==> src/rtl/multicycle_control_if.sv <==
// Control/datapath bundle for the multicycle MIPS main control FSM.
// The master is the controller; the slave is the datapath that consumes its selects.
interface multicycle_control_if;
    logic [5:0] Op;
    logic       Zero;
    logic       mem_ready;
    logic       IorD;
    logic       MemWrite;
    logic       IRWrite;
    logic       RegDst;
    logic       MemtoReg;
    logic       RegWrite;
    logic       ALUSrcA;
    logic [1:0] ALUSrcB;
    logic [1:0] ALUOp;
    logic [1:0] PCSrc;
    logic       PCEn;
    logic       illegal_op;
    logic [3:0] state;

    modport master (
        input  Op, Zero, mem_ready,
        output IorD, MemWrite, IRWrite, RegDst, MemtoReg, RegWrite,
               ALUSrcA, ALUSrcB, ALUOp, PCSrc, PCEn, illegal_op, state
    );

    modport slave (
        output Op, Zero, mem_ready,
        input  IorD, MemWrite, IRWrite, RegDst, MemtoReg, RegWrite,
               ALUSrcA, ALUSrcB, ALUOp, PCSrc, PCEn, illegal_op, state
    );
endinterface

==> src/rtl/multicycle_control.sv <==
// Main control FSM for the multicycle MIPS datapath: fetch/decode/execute/memory/writeback
// sequencing with Moore-decoded selects and mem_ready-stalled memory states.
module multicycle_control (
    input  logic                 clk,
    input  logic                 reset,
    multicycle_control_if.master bus
);
    typedef enum logic [3:0] {
        FETCH   = 4'd0,
        DECODE  = 4'd1,
        MEMADR  = 4'd2,
        MEMRD   = 4'd3,
        MEMWB   = 4'd4,
        MEMWR   = 4'd5,
        EXECUTE = 4'd6,
        ALUWB   = 4'd7,
        BRANCH  = 4'd8,
        ADDIEX  = 4'd9,
        ADDIWB  = 4'd10,
        JUMP    = 4'd11
    } state_t;

    localparam logic [5:0] OP_RTYPE = 6'b000000;
    localparam logic [5:0] OP_LW    = 6'b100011;
    localparam logic [5:0] OP_SW    = 6'b101011;
    localparam logic [5:0] OP_BEQ   = 6'b000100;
    localparam logic [5:0] OP_ADDI  = 6'b001000;
    localparam logic [5:0] OP_J     = 6'b000010;

    state_t st, ds;

    always_ff @(posedge clk) begin
        if (reset) st <= FETCH;
        else begin
            case (st)
                FETCH:   if (bus.mem_ready) st <= DECODE;
                DECODE: begin
                    case (bus.Op)
                        OP_LW, OP_SW: st <= MEMADR;
                        OP_RTYPE:     st <= EXECUTE;
                        OP_BEQ:       st <= BRANCH;
                        OP_ADDI:      st <= ADDIEX;
                        OP_J:         st <= JUMP;
                        default:      st <= FETCH;
                    endcase
                end
                MEMADR:  st <= (bus.Op == OP_SW) ? MEMWR : MEMRD;
                MEMRD:   if (bus.mem_ready) st <= MEMWB;
                MEMWR:   if (bus.mem_ready) st <= FETCH;
                EXECUTE: st <= ALUWB;
                BRANCH:  st <= FETCH;
                ADDIEX:  st <= ADDIWB;
                default: st <= FETCH;
            endcase
        end
    end

    logic       iord, memwrite, irwrite, regdst, memtoreg, regwrite, alusrca;
    logic [1:0] alusrcb, aluop, pcsrc;
    logic       pcwrite, branch, illegal;

    // Decoding FETCH under reset keeps the datapath selects benign while an
    // interrupted instruction is abandoned; the enables are then squashed below.
    always_comb begin
        ds       = reset ? FETCH : st;
        iord     = 1'b0;
        memwrite = 1'b0;
        irwrite  = 1'b0;
        regdst   = 1'b0;
        memtoreg = 1'b0;
        regwrite = 1'b0;
        alusrca  = 1'b0;
        alusrcb  = 2'b00;
        aluop    = 2'b00;
        pcsrc    = 2'b00;
        pcwrite  = 1'b0;
        branch   = 1'b0;
        illegal  = 1'b0;
        case (ds)
            FETCH: begin
                alusrcb = 2'b01;
                irwrite = bus.mem_ready;
                pcwrite = bus.mem_ready;
            end
            DECODE: begin
                alusrcb = 2'b11;
                illegal = !(bus.Op inside {OP_RTYPE, OP_LW, OP_SW, OP_BEQ, OP_ADDI, OP_J});
            end
            MEMADR: begin
                alusrca = 1'b1;
                alusrcb = 2'b10;
            end
            MEMRD: iord = 1'b1;
            MEMWB: begin
                memtoreg = 1'b1;
                regwrite = 1'b1;
            end
            MEMWR: begin
                iord     = 1'b1;
                memwrite = 1'b1;
            end
            EXECUTE: begin
                alusrca = 1'b1;
                aluop   = 2'b10;
            end
            ALUWB: begin
                regdst   = 1'b1;
                regwrite = 1'b1;
            end
            BRANCH: begin
                alusrca = 1'b1;
                aluop   = 2'b01;
                pcsrc   = 2'b01;
                branch  = 1'b1;
            end
            ADDIEX: begin
                alusrca = 1'b1;
                alusrcb = 2'b10;
            end
            ADDIWB: regwrite = 1'b1;
            JUMP: begin
                pcsrc   = 2'b10;
                pcwrite = 1'b1;
            end
            default: ;
        endcase
        if (reset) begin
            irwrite  = 1'b0;
            pcwrite  = 1'b0;
            regwrite = 1'b0;
            memwrite = 1'b0;
            illegal  = 1'b0;
            branch   = 1'b0;
        end
    end

    assign bus.IorD       = iord;
    assign bus.MemWrite   = memwrite;
    assign bus.IRWrite    = irwrite;
    assign bus.RegDst     = regdst;
    assign bus.MemtoReg   = memtoreg;
    assign bus.RegWrite   = regwrite;
    assign bus.ALUSrcA    = alusrca;
    assign bus.ALUSrcB    = alusrcb;
    assign bus.ALUOp      = aluop;
    assign bus.PCSrc      = pcsrc;
    assign bus.PCEn       = pcwrite | (branch & bus.Zero);
    assign bus.illegal_op = illegal;
    assign bus.state      = st;
endmodule

==> src/flat_wrapper.sv <==
// flat-port wrapper written by rule: the top's interface ports become plain ports
module multicycle_control_flat 
  (clk, reset, bus_Op, bus_Zero, bus_mem_ready, bus_IorD, bus_MemWrite, bus_IRWrite, bus_RegDst, bus_MemtoReg, bus_RegWrite, bus_ALUSrcA, bus_ALUSrcB, bus_ALUOp, bus_PCSrc, bus_PCEn, bus_illegal_op, bus_state);
  multicycle_control_if bus_i ();
  input  logic clk;
  input  logic reset;
  input wire logic [$bits(bus_i.Op)-1:0] bus_Op;
  input wire logic [$bits(bus_i.Zero)-1:0] bus_Zero;
  input wire logic [$bits(bus_i.mem_ready)-1:0] bus_mem_ready;
  output wire logic [$bits(bus_i.IorD)-1:0] bus_IorD;
  output wire logic [$bits(bus_i.MemWrite)-1:0] bus_MemWrite;
  output wire logic [$bits(bus_i.IRWrite)-1:0] bus_IRWrite;
  output wire logic [$bits(bus_i.RegDst)-1:0] bus_RegDst;
  output wire logic [$bits(bus_i.MemtoReg)-1:0] bus_MemtoReg;
  output wire logic [$bits(bus_i.RegWrite)-1:0] bus_RegWrite;
  output wire logic [$bits(bus_i.ALUSrcA)-1:0] bus_ALUSrcA;
  output wire logic [$bits(bus_i.ALUSrcB)-1:0] bus_ALUSrcB;
  output wire logic [$bits(bus_i.ALUOp)-1:0] bus_ALUOp;
  output wire logic [$bits(bus_i.PCSrc)-1:0] bus_PCSrc;
  output wire logic [$bits(bus_i.PCEn)-1:0] bus_PCEn;
  output wire logic [$bits(bus_i.illegal_op)-1:0] bus_illegal_op;
  output wire logic [$bits(bus_i.state)-1:0] bus_state;
  assign bus_i.Op = bus_Op;
  assign bus_i.Zero = bus_Zero;
  assign bus_i.mem_ready = bus_mem_ready;
  assign bus_IorD = bus_i.IorD;
  assign bus_MemWrite = bus_i.MemWrite;
  assign bus_IRWrite = bus_i.IRWrite;
  assign bus_RegDst = bus_i.RegDst;
  assign bus_MemtoReg = bus_i.MemtoReg;
  assign bus_RegWrite = bus_i.RegWrite;
  assign bus_ALUSrcA = bus_i.ALUSrcA;
  assign bus_ALUSrcB = bus_i.ALUSrcB;
  assign bus_ALUOp = bus_i.ALUOp;
  assign bus_PCSrc = bus_i.PCSrc;
  assign bus_PCEn = bus_i.PCEn;
  assign bus_illegal_op = bus_i.illegal_op;
  assign bus_state = bus_i.state;
  multicycle_control u_core (.clk(clk), .reset(reset), .bus(bus_i));
endmodule
==> config.mk <==
export PLATFORM = sky130hd
export DESIGN_NAME = multicycle_control_flat
export DESIGN_NICKNAME = d
export VERILOG_FILES = /design/src/rtl/multicycle_control_if.sv /design/src/rtl/multicycle_control.sv /design/src/flat_wrapper.sv
export SDC_FILE = /design/constraint.sdc
export NUM_CORES = 1
export LEC_CHECK = 0
export ABC_AREA = 1
export CAP_MARGIN = 20
export CORE_MARGIN = 5
export CORE_UTILIZATION = 35
export CTS_BUF_LIST = sky130_fd_sc_hd__clkbuf_8
export DETAILED_ROUTE_END_ITERATION = 16
export PLACE_DENSITY = 0.72
export SETUP_SLACK_MARGIN = 0.2
export SLEW_MARGIN = 20
export SYNTH_ARGS = -nofsm -noshare
export SYNTH_HDL_FRONTEND = slang
export SYNTH_SLANG_ARGS = --single-unit
==> constraint.sdc <==
create_clock -name clk -period 1.7 [get_ports clk]
set_input_delay 0.425 -clock clk [delete_from_list [all_inputs] [get_ports clk]]
set_output_delay 0.425 -clock clk [all_outputs]
set_load 0.03 [all_outputs]
==> results.md, run 1 <==
* Run status: stopped before the end
* Stage where the flow stopped: global routing
* Tool error message: [ERROR DPL-0033] detailed placement checks failed during check placement.
* Root buffer selected by CTS: sky130_fd_sc_hd__clkbuf_8
* Number of antenna violations at the first check in global routing at 0
* Total number of placement rows at 14
* Synth warnings at 0
* Cell type with the highest aggregate area in the netlist: sky130_fd_sc_hd__nand2_1
* Horiz. Die Dim at between 50 and 60 µm
* Average footprint of a synthesized cell at ~5 µm²
* Number of instances in the synthesized netlist at ~120
* Ports placed on the boundary at 29
* Chip Height at around 51 µm
* Syn Nets at roughly 130
* H-Tree Depth at 1
* Sequential-to-total area share from yosys stat at between 10% and 20%
* End pin of the worst setup path after global-route repair: bus_PCEn
* Maximum buffer depth of the clock tree at 2
* Routability Congestion at ~0.83
* Starting Density at 37.7%
* Clock sink count at 4
* Largest net degree at the start of global routing at 8
* Hold-fix buffers at CTS at 0
* Count of state elements after synthesis at 4
* Cell types occupying the most area after synthesis: sky130_fd_sc_hd__nand2_1 (22%), sky130_fd_sc_hd__nor2_1 (14%), sky130_fd_sc_hd__dfxtp_1 (14%), sky130_fd_sc_hd__nand3_1 (13%), sky130_fd_sc_hd__inv_1 (8.5%)
* Type of pin the worst path ends at: top-level output
* Hpwl dp at approximately 1.8 mm
* Buffers added on ports at 28
* Number of buffers created by CTS at 3
* Portion of synthesized cell area occupied by the leading cell type at between 20 and 25%
* Placed instance area at ~0.0011 mm²
* Syn Std Cell Area at roughly 570 µm²
* Number of distinct library cells after synthesis at 16
==> per-stage QoR <==
step | TNS (ns) | setup WS (ns) | instances | utilization [%]
CTS | -0.0594 | -0.0307 | 195 | 92.1
detailed placement | -3.89 | -0.370 | 179 | 71.0
global placement | -3.38 | -0.328 | 179 | 71.0
floorplan | -0.0497 | -0.0497 | 115 | -
==> what timing repair did <==
| action | in CTS |
|---|---|
| resized for setup | 76 |
| pin swaps | 15 |
| endpoints found under the setup margin | 21 |
| buffers inserted | 12 |
==> kinds of logic after synthesis <==
kind of cell / count (synthesis) / share of synthesized area (%)
AND/OR/NAND/NOR: 86 / 67.1
AO/OA/AOI/OAI: 8 / 6.97
buffers and inverters: 17 / 12.0
flip-flops: 4 / 13.9
==> cells in the mapped netlist <==
cell type                   n
sky130_fd_sc_hd__a21oi_1    5
sky130_fd_sc_hd__buf_2      1
sky130_fd_sc_hd__buf_4      1
sky130_fd_sc_hd__dfxtp_1    4
sky130_fd_sc_hd__inv_1     13
sky130_fd_sc_hd__inv_2      2
sky130_fd_sc_hd__nand2_1   34
sky130_fd_sc_hd__nand2_2    3
sky130_fd_sc_hd__nand3_1   15
sky130_fd_sc_hd__nand3_2    2
sky130_fd_sc_hd__nand3b_1   1
sky130_fd_sc_hd__nand4_1    1
sky130_fd_sc_hd__nor2_1    22
sky130_fd_sc_hd__nor2_2     6
sky130_fd_sc_hd__nor3_1     2
sky130_fd_sc_hd__o21ai_0    3
==> run 2, diff against run 1 <==
- CORE_AREA: not set -> 5 5 66 68
- CORE_MARGIN: 5 -> not set
- CORE_UTILIZATION: 35 -> not set
- CTS_BUF_LIST: sky130_fd_sc_hd__clkbuf_8 -> not set
- DIE_AREA: not set -> 0 0 71 73
- PLACE_DENSITY: 0.72 -> not set
- PLACE_DENSITY_LB_ADDON: not set -> 0.15
- SETUP_SLACK_MARGIN: 0.2 -> not set
==> run 2 against run 1 <==
  * The run now ends clean
  * Synthesized cell count did not move
  * Synthesized area did not move
==> results.md, run 2 <==
* Ports placed on the boundary at 29
* Commonest cells after routing, fill and taps aside: sky130_fd_sc_hd__buf_4 (32), sky130_fd_sc_hd__nand2_1 (26), sky130_fd_sc_hd__buf_6 (13)
* Critical register-to-register path startpoint: u_core.bus.state[2]
* Routability Congestion at between 0.8 and 0.9
* Fraction of the mapped netlist area in compound gates at about 7.0%
* Source-to-sink clock delay at the later pin of the worst-skew pair at approximately 0.22 ns
* Rel. slew slack at between 70% and 80%
* Max reg flops at 4
* Largest family of logic cells by synthesized area: simple AND/OR/NAND/NOR gates
* Number of distinct library cells after synthesis at 16
* Element type at the critical path start: input pin
* Global-route wire length before repair at around 3.8 mm
* Most frequent standard cell in the layout excluding fill and tap cells: sky130_fd_sc_hd__buf_4
* Final WL at ~2.3 mm
* Finish-stage setup viols at 0
* Top Usage Layer GRT: met2
* Initial DRC Count at 20
* End-of-flow core utilization at 35.9%
* Slowest stage cell on the critical path: sky130_fd_sc_hd__clkdlybuf4s15_2
* Cell type with the highest aggregate area in the netlist: sky130_fd_sc_hd__nand2_1
* Floorplan die area at 0.00518 mm²
* Number of buffers created by CTS at 3
* Max-Cap Viols at 0
* Final antenna-violating net count at 0
* Endpoint of the worst-slack reg-to-reg timing path: u_core.bus.state[0]
* CP Data Required Time at between 1 and 1.5 ns
* Final clock skew at between 0.007 and 0.008 ns
* Actual transition at the worst max-transition pin at 0.317 ns
* Iteration count of the initial detailed-routing pass at 4
* Share of synthesized area spent on multiplexers at 0%
* Maximum buffer depth of the clock tree at 2
* Buffers added on ports at 28
* Path type of the worst setup path: input pin to output port
* Horiz. Die Dim at 71 µm
* Largest net degree at the start of global routing at 9
* Syn Std Cell Area at around 570 µm²
* Final net count at between 150 and 200
* Clock transition time at the flip-flop clock pins of the worst setup and hold paths at ~0.03 ns
* Leakage power at 0.669 nW
* CP cell instances: clkdlybuf4s15_2 > buf_6 > nor3_4 > nand3b_1 > buf_6
* Fraction of layout cells with a size suffix above 1 at about 63%
* Placed instance area at 0.00114 mm²
* Synthesized-area fraction occupied by adder cells at 0%
* Met1 track demand over resource at a little under a tenth
* Critical path fanouts, max at 5
* Sequential-to-total area share from yosys stat at about 14%
* Cell repeated most along the worst path: sky130_fd_sc_hd__buf_6
* Slew Limit Fails at 0
* DRC violations left at 0
* Root buffer selected by CTS: sky130_fd_sc_hd__clkbuf_8
* Simple-gate portion of the synthesized area at roughly 67%
* Synth warnings at 0
* H-Tree Depth at 1
* Ranking of synthesized cells by instance count: sky130_fd_sc_hd__nand2_1 (34), sky130_fd_sc_hd__nor2_1 (22), sky130_fd_sc_hd__nand3_1 (15)
* Worst Reg2Reg Path Length in Cells at 9
* Cell types occupying the most area after synthesis: sky130_fd_sc_hd__nand2_1 (22%), sky130_fd_sc_hd__nor2_1 (14%), sky130_fd_sc_hd__dfxtp_1 (14%), sky130_fd_sc_hd__nand3_1 (13%), sky130_fd_sc_hd__inv_1 (8.5%)
* Mean routed wirelength per cell at roughly 10 µm
* Max frequency at ~590 MHz
* Number of global-route vias before repair at 896
* Number of antenna violations at the first check in global routing at 0
* Post-route total power at between 0.5 and 0.6 mW
* Arrival time of the worst setup path at 1.27 ns
* Syn Nets at 125
* Total number of placement rows at 23
* Peak VDD IR at approximately 290 µV
* Final hold violations at 0
* Average footprint of a synthesized cell at about 5 µm²
* Tightest Hold Check Type: flop to flop
* Portion of synthesized cell area occupied by the leading cell type at 22.2%
* Hpwl dp at between 1.5 and 2 mm
* Hold Path Stages at 2
* Routed via count at 887
* Hold worst-path end: u_core.bus.state[1]
* Residual overflow from global routing at 0
* Share of the clock period used by the worst path after layout at between 90% and 100%
* Post-layout minimum cycle time at 1.69 ns
* Endpoint type of the worst setup path: output port
* Count of state elements after synthesis at 4
* Category of cells accounting for the largest share of critical-path delay: buffers and inverters
* Parity-gate share of the synthesized area counting xor and xnor cells at 0%
* Worst hold slack after final layout at 0.530 ns
* Area of the core at ~0.0038 mm²
* RSZ-0062 raised after global routing: true
* Chip Height at 73 µm
* Post-route cell area at 0.00136 mm²
* Clock sink count at 4
* Average via count per standard cell at 3.94
* Met2 layer usage reported by global route at between 15 and 20%
* GR Util All Layers at approximately 9%
* Met3 GRT Util at under 10%
* Most used flip-flop cell after synthesis: sky130_fd_sc_hd__dfxtp_1
* Starting Density at between 10% and 20%
* Critical path buffer and inverter count at 3
* Maximum cell stage delay along the critical path at ~0.24 ns
* Areal power density over the cells at roughly 440 mW/mm²
* Origin of the worst min-delay path: u_core.bus.state[1]
* Count of flip-flops with a built-in enable after synthesis at 0
* Layout area overhead at 137%
* Number of instances in the synthesized netlist at between 100 and 150
* Fraction of synthesis flops using an asynchronous set or reset pin at 0%
* Most frequently used cell type in the post-synthesis netlist: sky130_fd_sc_hd__nand2_1
* Hold-fix buffers at CTS at 0
* Clock tree from TritonCTS: yes
* Reg2Reg Setup Slack at ~0.47 ns
* Run status: finished clean
* N_diodes at 0
-- run 2: cell counts after synthesis --
Identical to the previous run, type by type.
-- run 2: kinds of logic after synthesis --
group	Yosys count
buffers and inverters	17
and+or+nand+nor	86
AOI/OAI and AO/OA	8
DFF	4
-- run 2: layer usage --
layer | up-vias | part of all wire, %
li1 | 483 | -
met1 | 391 | 40
met2 | 13 | 57
met3 | 0 | 3.6
met4 | 0 | 0
met5 | - | 0
-- run 2: area by class of cell --
cell class	instances	area (µm²)
fillers	433	2430
multi-input cells	94	613
repair buffers	58	482
flip-flops and latches	4	95.1
inverters	15	66.3
well taps	50	62.6
clock buffers	4	45.0
-- run 2: report_power, final --
part	leakage (nW)	switching, mW	internal, mW
Clock	0.0228	0.0472	0.160
Combinational	0.611	0.153	0.120
Sequential	0.0355	0.0158	0.0982
Total	0.669	0.216	0.378
-- run 2: per-stage QoR --
step                setup TNS [ns]  setup slack [ns]  instances
finish                           0           0.00554        225
global route                -0.332           -0.0781        225
CTS                        -0.0402           -0.0280        224
detailed placement           -4.16            -0.375        217
global placement             -4.18            -0.374        217
floorplan                   -0.130            -0.101        115
-- run 2: tightest hold or removal path, stage by stage (launching register included) --
cell,delay (ns)
sky130_fd_sc_hd__dfxtp_4,0.37
sky130_fd_sc_hd__nand2_1,0.07
sky130_fd_sc_hd__nand2_1,0.04
-- run 2: how the worst max path moves through the flow --
stage,endpoint,slack (ns),cells after the start,startpoint
6_report,bus_PCEn,0.006,5,reset
5_1_grt,bus_PCEn,-0.08,5,u_core.bus.state[0]
4_1_cts,bus_PCEn,-0.03,5,reset
3_5_place_dp,bus_illegal_op,-0.38,6,bus_Op[4]
3_3_place_gp,bus_illegal_op,-0.37,7,bus_Op[3]
2_1_floorplan,bus_PCEn,-0.10,6,reset
-- run 2: timing repair --
| action | 4_1_cts | 5_1_grt |
|---|---|---|
| setup buffers | 3 | 1 |
| resized for setup | 61 | 27 |
| pin swaps | 6 | 8 |
| setup endpoints to repair | 18 | 11 |
Note: power is estimated with default switching activity, not from simulation.
==> run 3, diff against run 2 <==
- CORE_AREA: 5 5 66 68 -> 3 3 64 66
- DIE_AREA: 0 0 71 73 -> 0 0 67 69
==> run 3 against run 2 <==
  * The flow now finishes with violations (setup timing)
  * Setup slack got worse by 0.046 ns
  * Critical path depth up 1
  * Clock skew is 0.0017 ns lower
  * Core utilization rose by 4.6 points
  * Total power increased by 5.2%
  * Largest cell class unchanged
==> results.md, run 3 (synthesized netlist as in run 2, its figures left out) <==
* Sequential power share at about a fifth
* Leakage power at 0.764 nW
* Critical path fanouts, max at 4
* Mean routed wirelength per cell at around 10 µm
* Endpoint of the worst-slack reg-to-reg timing path: u_core.bus.state[2]
* GR Util All Layers at 10.0%
* Average via count per standard cell at approximately 4.1
* Number of antenna violations at the first check in global routing at 0
* Hold worst-path end: u_core.bus.state[1]
* Switching pwr at 0.229 mW
* Internal portion of total power at 0.397 mW
* Endpoint type of the worst setup path: output port
* Routability Congestion at 0.819
* Hpwl dp at about 1.9 mm
* Areal power density over the cells at about 430 mW/mm²
* Hold-fix buffers at CTS at 0
* Largest net degree at the start of global routing at 9
* Total number of placement rows at 22
* Most frequent standard cell in the layout excluding fill and tap cells: sky130_fd_sc_hd__buf_4
* Horiz. Die Dim at roughly 67 µm
* DRC violations left at 0
* Combinational cell fraction of total power at 47.4%
* Iteration count of the initial detailed-routing pass at 4
* Slew Limit Fails at 0
* Worst Reg2Reg Path Length in Cells at 10
* Routed via count at 955
* Clock network power share at between 30% and 40%
* Path type of the worst setup path: flop to output port
* Initial DRC Count at 31
* Clock tree from TritonCTS: yes
* Root buffer selected by CTS: sky130_fd_sc_hd__clkbuf_8
* Slack of the critical path at -0.0404 ns
* Run status: finished with violations
* Starting Density at 15.8%
* Worst hold slack after final layout at 0.517 ns
* Actual transition at the worst max-transition pin at 0.312 ns
* N_diodes at 0
* Floorplan die area at around 0.0046 mm²
* Source-to-sink clock delay at the later pin of the worst-skew pair at 0.22 ns
* Peak VDD IR at around 250 µV
* Max reg flops at 4
* Commonest cells after routing, fill and taps aside: sky130_fd_sc_hd__buf_4 (38), sky130_fd_sc_hd__nand2_1 (21), sky130_fd_sc_hd__buf_6 (16)
* Final clock skew at 0.00575 ns
* Hold Path Stages at 2
* Max frequency at 575 MHz
* Layout area overhead at 156%
* Clock transition time at the flip-flop clock pins of the worst setup and hold paths at around 0.03 ns
* Buffers added on ports at 28
* Fraction of layout cells with a size suffix above 1 at around two thirds
* Clock sink count at 4
* Arrival time of the worst setup path at 1.32 ns
* Residual overflow from global routing at 0
* Element type at the critical path start: flop
* Maximum buffer depth of the clock tree at 2
* Post-layout minimum cycle time at about 1.7 ns
* Area of the core at roughly 0.0036 mm²
* Final hold violations at 0
* Origin of the worst min-delay path: u_core.bus.state[1]
* Finish-stage setup viols at 4
* Reg2Reg Setup Slack at about 0.33 ns
* Final net count at roughly 200
* Global-route wire length before repair at between 3 and 4 mm
* Placed insts at ~220
* Number of global-route vias before repair at ~900
* Max-Cap Viols at 0
* Final antenna-violating net count at 0
* Tightest Hold Check Type: flop to flop
* H-Tree Depth at 1
* Share of the clock period used by the worst path after layout at 102%
* Fillers at ~400
* Violated checks: setup timing
* RSZ-0062 raised after global routing: true
* Rel. slew slack at about four fifths
* Chip Height at 69 µm
* Number of buffers created by CTS at 3
* Ports placed on the boundary at 29
* Layout Cells excl Fill at around 230
* Critical register-to-register path startpoint: u_core.bus.state[2]
* Switch share at between 30% and 40%
* Final WL at about 2.4 mm
* CP Data Required Time at 1.27 ns
run 3: cell count changes in the layout (fill, tap and decap cells not counted), moves of 2 or more:
cell	previous run	this run
sky130_fd_sc_hd__buf_2	3	0
sky130_fd_sc_hd__buf_4	32	38
sky130_fd_sc_hd__buf_6	13	16
sky130_fd_sc_hd__clkdlybuf4s15_1	0	3
sky130_fd_sc_hd__inv_2	8	6
sky130_fd_sc_hd__inv_4	2	4
sky130_fd_sc_hd__nand2_1	26	21
sky130_fd_sc_hd__nand2_2	9	14
sky130_fd_sc_hd__nand3_1	9	11
run 3: what timing repair did:
action | CTS | global route
resized for setup | 44 | 44
setup endpoints to repair | 18 | 16
setup buffers | 5 | 6
pin swaps | 10 | 11
run 3: final cells by class:
class / instances / area [µm²] / area share (%)
multi-input combinational: 94 / 622 / 42.3
clock buffer: 4 / 45.0 / 3.06
timing repair buffer: 67 / 583 / 39.6
tap: 48 / 60.1 / 4.08
inverter: 15 / 66.3 / 4.51
sequential: 4 / 95.1 / 6.46
run 3: worst max-delay path by stage:
stage | to | cells past startpoint | slack [ns] | startpoint
2_1_floorplan | bus_PCEn | 6 | -0.10 | reset
3_3_place_gp | bus_illegal_op | 6 | -0.35 | bus_Op[1]
3_5_place_dp | bus_illegal_op | 6 | -0.38 | bus_Op[1]
4_1_cts | bus_IorD | 6 | -0.04 | u_core.bus.state[2]
5_1_grt | bus_illegal_op | 6 | -0.10 | u_core.bus.state[2]
6_report | bus_IorD | 6 | -0.04 | u_core.bus.state[3]
run 3: power by group through the flow:
stage | clock network, mW | registers (mW) | logic, mW
global placement | 0 | 0.113 | 0.247
detailed placement | 0 | 0.113 | 0.245
global route | 0.224 | 0.118 | 0.324
finish | 0.213 | 0.116 | 0.296
floorplan | 0 | 0.120 | 0.126
CTS | 0.223 | 0.114 | 0.266
run 3: critical path, cell delays in order, from the launching register on:
cell	delay [ns]
sky130_fd_sc_hd__dfxtp_4	0.35
sky130_fd_sc_hd__buf_4	0.14
sky130_fd_sc_hd__nor2_4	0.13
sky130_fd_sc_hd__buf_6	0.13
sky130_fd_sc_hd__nand2_4	0.07
sky130_fd_sc_hd__a21oi_4	0.13
sky130_fd_sc_hd__buf_6	0.14
run 3: metal layers:
metal / part of all wire [%] / up-vias / GRT usage, %
met1: 44 / 433 / 13.3
li1: - / 503 / -
met3: 4.4 / 2 / 1.47
met5: 0 / - / 0
met2: 50 / 17 / 16.2
met4: 0.81 / 0 / 3.38
run 3: stage by stage:
step	area, µm²	util, %	power [mW]	setup TNS [ns]	worst slack (ns)
finish	1470	40.5	0.626	-0.0875	-0.0404
global route	1470	40.5	0.666	-0.475	-0.100
CTS	1310	36.0	0.602	-0.141	-0.0409
detailed placement	1150	31.6	0.359	-4.27	-0.384
global placement	1150	31.6	0.360	-3.90	-0.351
floorplan	649	-	0.246	-0.130	-0.101
